## src/rtl/seq_generator.sv

```systemverilog
`default_nettype none
// ============================================================================
//  Module   : seq_generator
//  Purpose  : Serial pattern generator. On start it sends up to MAXLEN bits
//             of a latched pattern, MSB-first (bit len-1 down to bit 0). The
//             pattern is repeated reps extra times, with gap idle cycles
//             between repetitions, and a one-cycle done pulse at the end.
//             All outputs are registered.
//  Ports    : clk      - clock, rising edge active
//             reset    - asynchronous active-high reset
//             start    - transmit request, sampled only in IDLE
//             pattern  - bits to send (bit len-1 goes out first)
//             len      - number of bits to send (clamped to MAXLEN)
//             reps     - extra repetitions (0 = send once)
//             gap      - idle cycles between repetitions
//             abort    - synchronous stop of an active transmission
//             x        - serial bit
//             x_valid  - x carries a pattern bit this cycle
//             busy     - transmission in progress (SEND or GAP)
//             done     - one-cycle completion pulse
//  Revision : 1.0 - initial release
// ============================================================================
module seq_generator #(
    parameter int MAXLEN = 16,
    parameter int CNTW   = 4
) (
    input  logic                      clk,
    input  logic                      reset,
    input  logic                      start,
    input  logic [MAXLEN-1:0]         pattern,
    input  logic [$clog2(MAXLEN):0]   len,
    input  logic [CNTW-1:0]           reps,
    input  logic [CNTW-1:0]           gap,
    input  logic                      abort,
    output logic                      x,
    output logic                      x_valid,
    output logic                      busy,
    output logic                      done
);

    localparam int c_LEN_W = $clog2(MAXLEN) + 1;
    localparam int c_IDX_W = (MAXLEN > 1) ? $clog2(MAXLEN) : 1;

    localparam logic [c_LEN_W-1:0] c_MAX_LEN = c_LEN_W'(MAXLEN);
    localparam logic [c_LEN_W-1:0] c_LEN_ONE = c_LEN_W'(1);
    localparam logic [c_LEN_W-1:0] c_LEN_ZERO = '0;
    localparam logic [c_IDX_W-1:0] c_IDX_ONE = c_IDX_W'(1);
    localparam logic [c_IDX_W-1:0] c_IDX_ZERO = '0;
    localparam logic [CNTW-1:0]    c_CNT_ONE = CNTW'(1);
    localparam logic [CNTW-1:0]    c_CNT_ZERO = '0;

    localparam logic [1:0] c_IDLE = 2'd0;
    localparam logic [1:0] c_SEND = 2'd1;
    localparam logic [1:0] c_GAP  = 2'd2;

    // State and latched transmission fields
    logic [1:0]          r_state;
    logic [MAXLEN-1:0]   r_pattern;
    logic [c_IDX_W-1:0]  r_first_idx;   // index of the first bit of each repetition
    logic [CNTW-1:0]     r_gap;
    logic [c_IDX_W-1:0]  r_bit_idx;     // index of the bit currently on x
    logic [CNTW-1:0]     r_rep_cnt;     // repetitions still to send after this one
    logic [CNTW-1:0]     r_gap_cnt;     // gap cycles left including the current one
    logic                r_x;
    logic                r_x_valid;
    logic                r_busy;
    logic                r_done;

    // Next-state values
    logic [1:0]          w_state_nx;
    logic [MAXLEN-1:0]   w_pattern_nx;
    logic [c_IDX_W-1:0]  w_first_idx_nx;
    logic [CNTW-1:0]     w_gap_nx;
    logic [c_IDX_W-1:0]  w_bit_idx_nx;
    logic [CNTW-1:0]     w_rep_cnt_nx;
    logic [CNTW-1:0]     w_gap_cnt_nx;
    logic                w_x_nx;
    logic                w_x_valid_nx;
    logic                w_busy_nx;
    logic                w_done_nx;

    // Length clamped to MAXLEN and the resulting first-bit index
    logic [c_LEN_W-1:0]  w_len_eff;
    logic [c_IDX_W-1:0]  w_in_first_idx;
    logic [c_IDX_W-1:0]  w_idx_dec;

    assign w_len_eff      = (len > c_MAX_LEN) ? c_MAX_LEN : len;
    assign w_in_first_idx = c_IDX_W'(w_len_eff - c_LEN_ONE);
    assign w_idx_dec      = r_bit_idx - c_IDX_ONE;

    always_ff @(posedge clk or posedge reset) begin
        if (reset) begin
            r_state     <= c_IDLE;
            r_pattern   <= '0;
            r_first_idx <= '0;
            r_gap       <= '0;
            r_bit_idx   <= '0;
            r_rep_cnt   <= '0;
            r_gap_cnt   <= '0;
            r_x         <= 1'b0;
            r_x_valid   <= 1'b0;
            r_busy      <= 1'b0;
            r_done      <= 1'b0;
        end else begin
            r_state     <= w_state_nx;
            r_pattern   <= w_pattern_nx;
            r_first_idx <= w_first_idx_nx;
            r_gap       <= w_gap_nx;
            r_bit_idx   <= w_bit_idx_nx;
            r_rep_cnt   <= w_rep_cnt_nx;
            r_gap_cnt   <= w_gap_cnt_nx;
            r_x         <= w_x_nx;
            r_x_valid   <= w_x_valid_nx;
            r_busy      <= w_busy_nx;
            r_done      <= w_done_nx;
        end
    end

    always_comb begin
        // Hold latched fields; outputs fall to their idle values unless driven
        w_state_nx     = r_state;
        w_pattern_nx   = r_pattern;
        w_first_idx_nx = r_first_idx;
        w_gap_nx       = r_gap;
        w_bit_idx_nx   = r_bit_idx;
        w_rep_cnt_nx   = r_rep_cnt;
        w_gap_cnt_nx   = r_gap_cnt;
        w_x_nx         = 1'b0;
        w_x_valid_nx   = 1'b0;
        w_busy_nx      = 1'b0;
        w_done_nx      = 1'b0;

        case (r_state)
            c_IDLE: begin
                // abort has priority over start, even while idle
                if (start && !abort) begin
                    w_pattern_nx   = pattern;
                    w_first_idx_nx = w_in_first_idx;
                    w_gap_nx       = gap;
                    w_rep_cnt_nx   = reps;
                    if (w_len_eff == c_LEN_ZERO) begin
                        // Nothing to send: report completion straight away
                        w_done_nx = 1'b1;
                    end else begin
                        w_state_nx   = c_SEND;
                        w_bit_idx_nx = w_in_first_idx;
                        w_x_nx       = pattern[w_in_first_idx];
                        w_x_valid_nx = 1'b1;
                        w_busy_nx    = 1'b1;
                    end
                end
            end

            c_SEND: begin
                if (abort) begin
                    w_state_nx = c_IDLE;
                end else if (r_bit_idx != c_IDX_ZERO) begin
                    w_bit_idx_nx = w_idx_dec;
                    w_x_nx       = r_pattern[w_idx_dec];
                    w_x_valid_nx = 1'b1;
                    w_busy_nx    = 1'b1;
                end else if (r_rep_cnt != c_CNT_ZERO) begin
                    w_rep_cnt_nx = r_rep_cnt - c_CNT_ONE;
                    w_busy_nx    = 1'b1;
                    if (r_gap != c_CNT_ZERO) begin
                        w_state_nx   = c_GAP;
                        w_gap_cnt_nx = r_gap;
                    end else begin
                        // Zero gap: next repetition starts without a bubble
                        w_bit_idx_nx = r_first_idx;
                        w_x_nx       = r_pattern[r_first_idx];
                        w_x_valid_nx = 1'b1;
                    end
                end else begin
                    w_state_nx = c_IDLE;
                    w_done_nx  = 1'b1;
                end
            end

            c_GAP: begin
                if (abort) begin
                    w_state_nx = c_IDLE;
                end else begin
                    w_busy_nx = 1'b1;
                    if (r_gap_cnt <= c_CNT_ONE) begin
                        w_state_nx   = c_SEND;
                        w_gap_cnt_nx = c_CNT_ZERO;
                        w_bit_idx_nx = r_first_idx;
                        w_x_nx       = r_pattern[r_first_idx];
                        w_x_valid_nx = 1'b1;
                    end else begin
                        w_gap_cnt_nx = r_gap_cnt - c_CNT_ONE;
                    end
                end
            end

            default: begin
                w_state_nx = c_IDLE;
            end
        endcase
    end

    assign x       = r_x;
    assign x_valid = r_x_valid;
    assign busy    = r_busy;
    assign done    = r_done;

endmodule
`default_nettype wire

```

## config.mk

```make
export PLATFORM = sky130hd
export DESIGN_NAME = seq_generator
export DESIGN_NICKNAME = d
export VERILOG_FILES = /design/src/rtl/seq_generator.sv
export SDC_FILE = /design/constraint.sdc
export NUM_CORES = 1
export LEC_CHECK = 0
export ABC_AREA = 1
export CORE_AREA = 5 5 80 82
export CTS_BUF_LIST = sky130_fd_sc_hd__clkbuf_4 sky130_fd_sc_hd__clkbuf_8 sky130_fd_sc_hd__clkbuf_16
export DETAILED_ROUTE_END_ITERATION = 6
export DIE_AREA = 0 0 85 87
export PLACE_DENSITY = 0.72
export SETUP_SLACK_MARGIN = 0.1
export SLEW_MARGIN = 20
export SYNTH_ARGS = -nofsm -noshare
export SYNTH_HDL_FRONTEND = slang
export SYNTH_SLANG_ARGS = --single-unit
```

## constraint.sdc

```tcl
create_clock -name clk -period 1.9 [get_ports clk]
set_input_delay 0.475 -clock clk [delete_from_list [all_inputs] [get_ports clk]]
set_output_delay 0.475 -clock clk [all_outputs]
set_load 0.05 [all_outputs]
```

==> results.toml <==
[status]
outcome = "completed"

[finish]
area_growth_pct = 31.37
nNetsFinal = 475
diodes = 0
drive_gt1_share_pct = 19.86
final_common_cell = "nand2_1"
layout_common_cells = "87 x nand2_1, 42 x dfrtp_1, 40 x inv_1, 40 x o21ai_0, 39 x nand3_1"

[critical_path]
crit_arrival_ns = 1.91
crit_buf_inv = 2
r2r-start = "r_gap_cnt[1]"
path_max_fanout = 4
critPathKind = "in2reg"
critical_path.max_stage_delay_ns = 0.27
critPathRequiredTime_ns = 2.09
crit_slowest_cell = "dlygate4sd2_1"
crit_chain = "dlygate4sd2_1 -> nor2_4 -> nand2_4 -> nand2_4 -> nand2_2 -> ha_4 -> o21bai_1 -> nand2_1 -> inv_1 -> nand3_1 -> nand3_2 -> nand3_2 -> a21oi_2"
cp-startpoint = "len[1]"
start_kind = "input pin"
cp_top_family = "simple AND/OR/NAND/NOR gates"
end_kind = "flop"

[drt]
drcViolationCount = 0
num_vias = 2720
firstDrtPassIters = 4
antenna_left = 0
drt_iter0_markers = 202
routedWlPerCell_um = 14.26
viasPerCell = 5.354
finalWirelength_mm = 7.246

[flow_run]
drv_cap = 0

[logic_synthesis]
synth_fp_nets = 411
ys_types = 34
synth_area_um2 = 2716
ys.warnings.count = 0
ys_ff_latch = 42
seq_area_frac_synth_pct = 38.69
syn-mean-instance-area_um2 = 7.381
synth_cells = 368

[clock_tree]
cts_tree = "yes"
htree_levels = 2
cts_root_buffer = "clkbuf_8"
ctsLongestPathBuffers = 2
cts_buffers = 5
clock_latency_ns = 0.30
clk_pin_slew_ns = 0.09
cts.sinks = 42
cts_hold_buf = 0

[pwr]
p_comb_share_pct = 55.8
switching_power_w = 0.002560
power_frac_seq_pct = 29.1
p_int_w = 0.003165
p_sw_share_pct = 44.71
vdd_drop_max_mv = 0.5732
leakagePower_nw = 1.719
p_clk_share_pct = 15.1
power_density_nw_per_um2 = 1605

[floorplanning]
die_w_um = 85
pin_count = 37
die-area_um2 = 7395
rows = 28
initial_core_util_pct = 47.86
die_y_um = 87
core_um2 = 5675

[global_route]
grt_start_max_net_pins = 43
globalRouteTotalUtil_pct = 20.77
grt_util_met1_pct = 26.08
grt_antenna_before_repair = 0
grt_pass1_vias = 2699
grt_util_met2_pct = 35.45
grtUsageMet3_pct = 4.068
grt_pass1_wl_mm = 12.36
grt.overflow.total = 0
busiest_layer = "met2"

[timing]
slew-limit-headroom_pct = 71.27
setup_violations = 0
worst_slack_ns = 0.1791
tightest_slew_ns = 0.4310
final-hold-violation-count = 0
max_freq_mhz = 581.1
drv_slew = 0
period_share_pct = 90.58
tns_ns = 0
finClkSkew_ns = 0.005693
finalCriticalPeriod_ns = 1.721
rsz0062_at_grt = "yes"

[place]
pre_cts_ws_ns = -0.3600
port_buffers = 36
place_congestion = 0.9349
dp.final_hpwl_mm = 5.385

[min_path]
hp-class = "reg2reg"
hp-start = "r_pattern[6]"
worst reg2reg max path, stage by stage (launching register included):
cell and delay [ns]:
dfrtp_1 0.38, inv_2 0.10, ha_1 0.16, nor2_1 0.06, nor3_2 0.19, buf_4 0.14, buf_4 0.10, nand2_1 0.08
o21ai_1 0.11, nand2_1 0.08, nand2_2 0.07, inv_1 0.06, a21oi_2 0.12
worst paths after layout:
| kind | end | cells past startpoint | slack, ns |
|---|---|---|---|
| max in group asynchronous | r_pattern[11] | 3 | 1.16 |
| min reg2reg | r_pattern[6] | 2 | 0.52 |
| max | x | 13 | 0.18 |
| min in group asynchronous | r_gap[2] | 3 | 0.53 |
| max reg2reg | x | 12 | 0.18 |
| min | r_pattern[6] | 2 | 0.52 |
repair_timing:
action / in CTS / in global routing
buffers inserted: 2 / 9
setup endpoints to repair: 7 / 12
gates resized for setup: 6 / 24
pin swaps: 3 / 12
flip-flops by register name (all words and copies together), names as in the netlist:
| name | count |
|---|---|
| done | 1 |
| r_pattern | 16 |
| r_gap | 4 |
| x_valid | 1 |
| r_first_idx | 4 |
| x | 1 |
| r_rep_cnt | 4 |
| busy | 1 |
| r_bit_idx | 4 |
| r_state | 2 |
| r_gap_cnt | 4 |
power by group through the flow:
stage | registers (W) | clock network, W | logic (W)
2_1_floorplan | 0.00163 | 0 | 0.00206
3_3_place_gp | 0.00165 | 0 | 0.00278
3_5_place_dp | 0.00166 | 0 | 0.00284
4_1_cts | 0.00165 | 0.000873 | 0.00289
5_1_grt | 0.00172 | 0.000928 | 0.00361
6_report | 0.00167 | 0.000862 | 0.00319
routing by layer:
| layer | vias to the layer above | part of all wire (%) |
|---|---|---|
| met3 | 18 | 5.6 |
| met4 | 0 | 2.4 |
| li1 | 1340 | - |
| met2 | 87 | 49 |
| met5 | - | 0 |
| met1 | 1275 | 43 |
stage by stage:
stage / std cells / power [W] / hold slack, ns / instance area, µm² / utilization, %
floorplan: 368 / 0.003693 / 0.4651 / 2746 / -
global placement: 489 / 0.004429 / 0.4858 / 3289 / 57.96
detailed placement: 489 / 0.004509 / 0.4878 / 3289 / 57.96
CTS: 499 / 0.005409 / 0.5118 / 3442 / 60.65
global route: 508 / 0.006254 / 0.5360 / 3568 / 62.87
finish: 508 / 0.005726 / 0.5159 / 3568 / 62.87
layout make-up:
| type | count | area, µm² |
|---|---|---|
| fillers | 552 | 2107 |
| repair buffers | 68 | 613.1 |
| inverters | 52 | 197.7 |
| clock inverters | 3 | 68.82 |
| well taps | 75 | 93.84 |
| multi-input cells | 263 | 1475 |
| flip-flops and latches | 42 | 1051 |
| clock buffers | 5 | 68.82 |
cell usage after synthesis (all sizes together):
master,instances,share of area [%]
a221oi,1,0.32
nand3b,1,0.28
inv,52,7.2
a31oi,2,0.46
nand2,96,14
a21oi,15,2.9
o211ai,11,3.0
dfrtp,42,39
nor3,1,0.37
a21boi,1,0.28
nand3,44,8.7
nor2,19,3.3
o22ai,6,1.4
or2,1,0.32
buf,8,2.3
xnor2,2,0.64
clkbuf,3,0.46
nand4,1,0.23
xor2,3,0.97
o21ai,47,8.7
a22o,1,0.32
ha,10,4.6
o21bai,1,0.28
logic make-up (layout without fill, tap and decap cells):
| logic type | after synthesis | count (layout) | share of synthesized area (%) |
|---|---|---|---|
| buffers and inverters | 63 | 128 | 9.949 |
| AND/OR/NAND/NOR | 163 | 163 | 27.50 |
| adder cells (fa/ha/maj) | 10 | 10 | 4.606 |
| XOR/XNOR | 5 | 5 | 1.612 |
| AO/OA/AOI/OAI | 85 | 85 | 17.64 |
| flip-flops | 42 | 42 | 38.69 |
No activity file was read; power rests on OpenSTA's default activity.
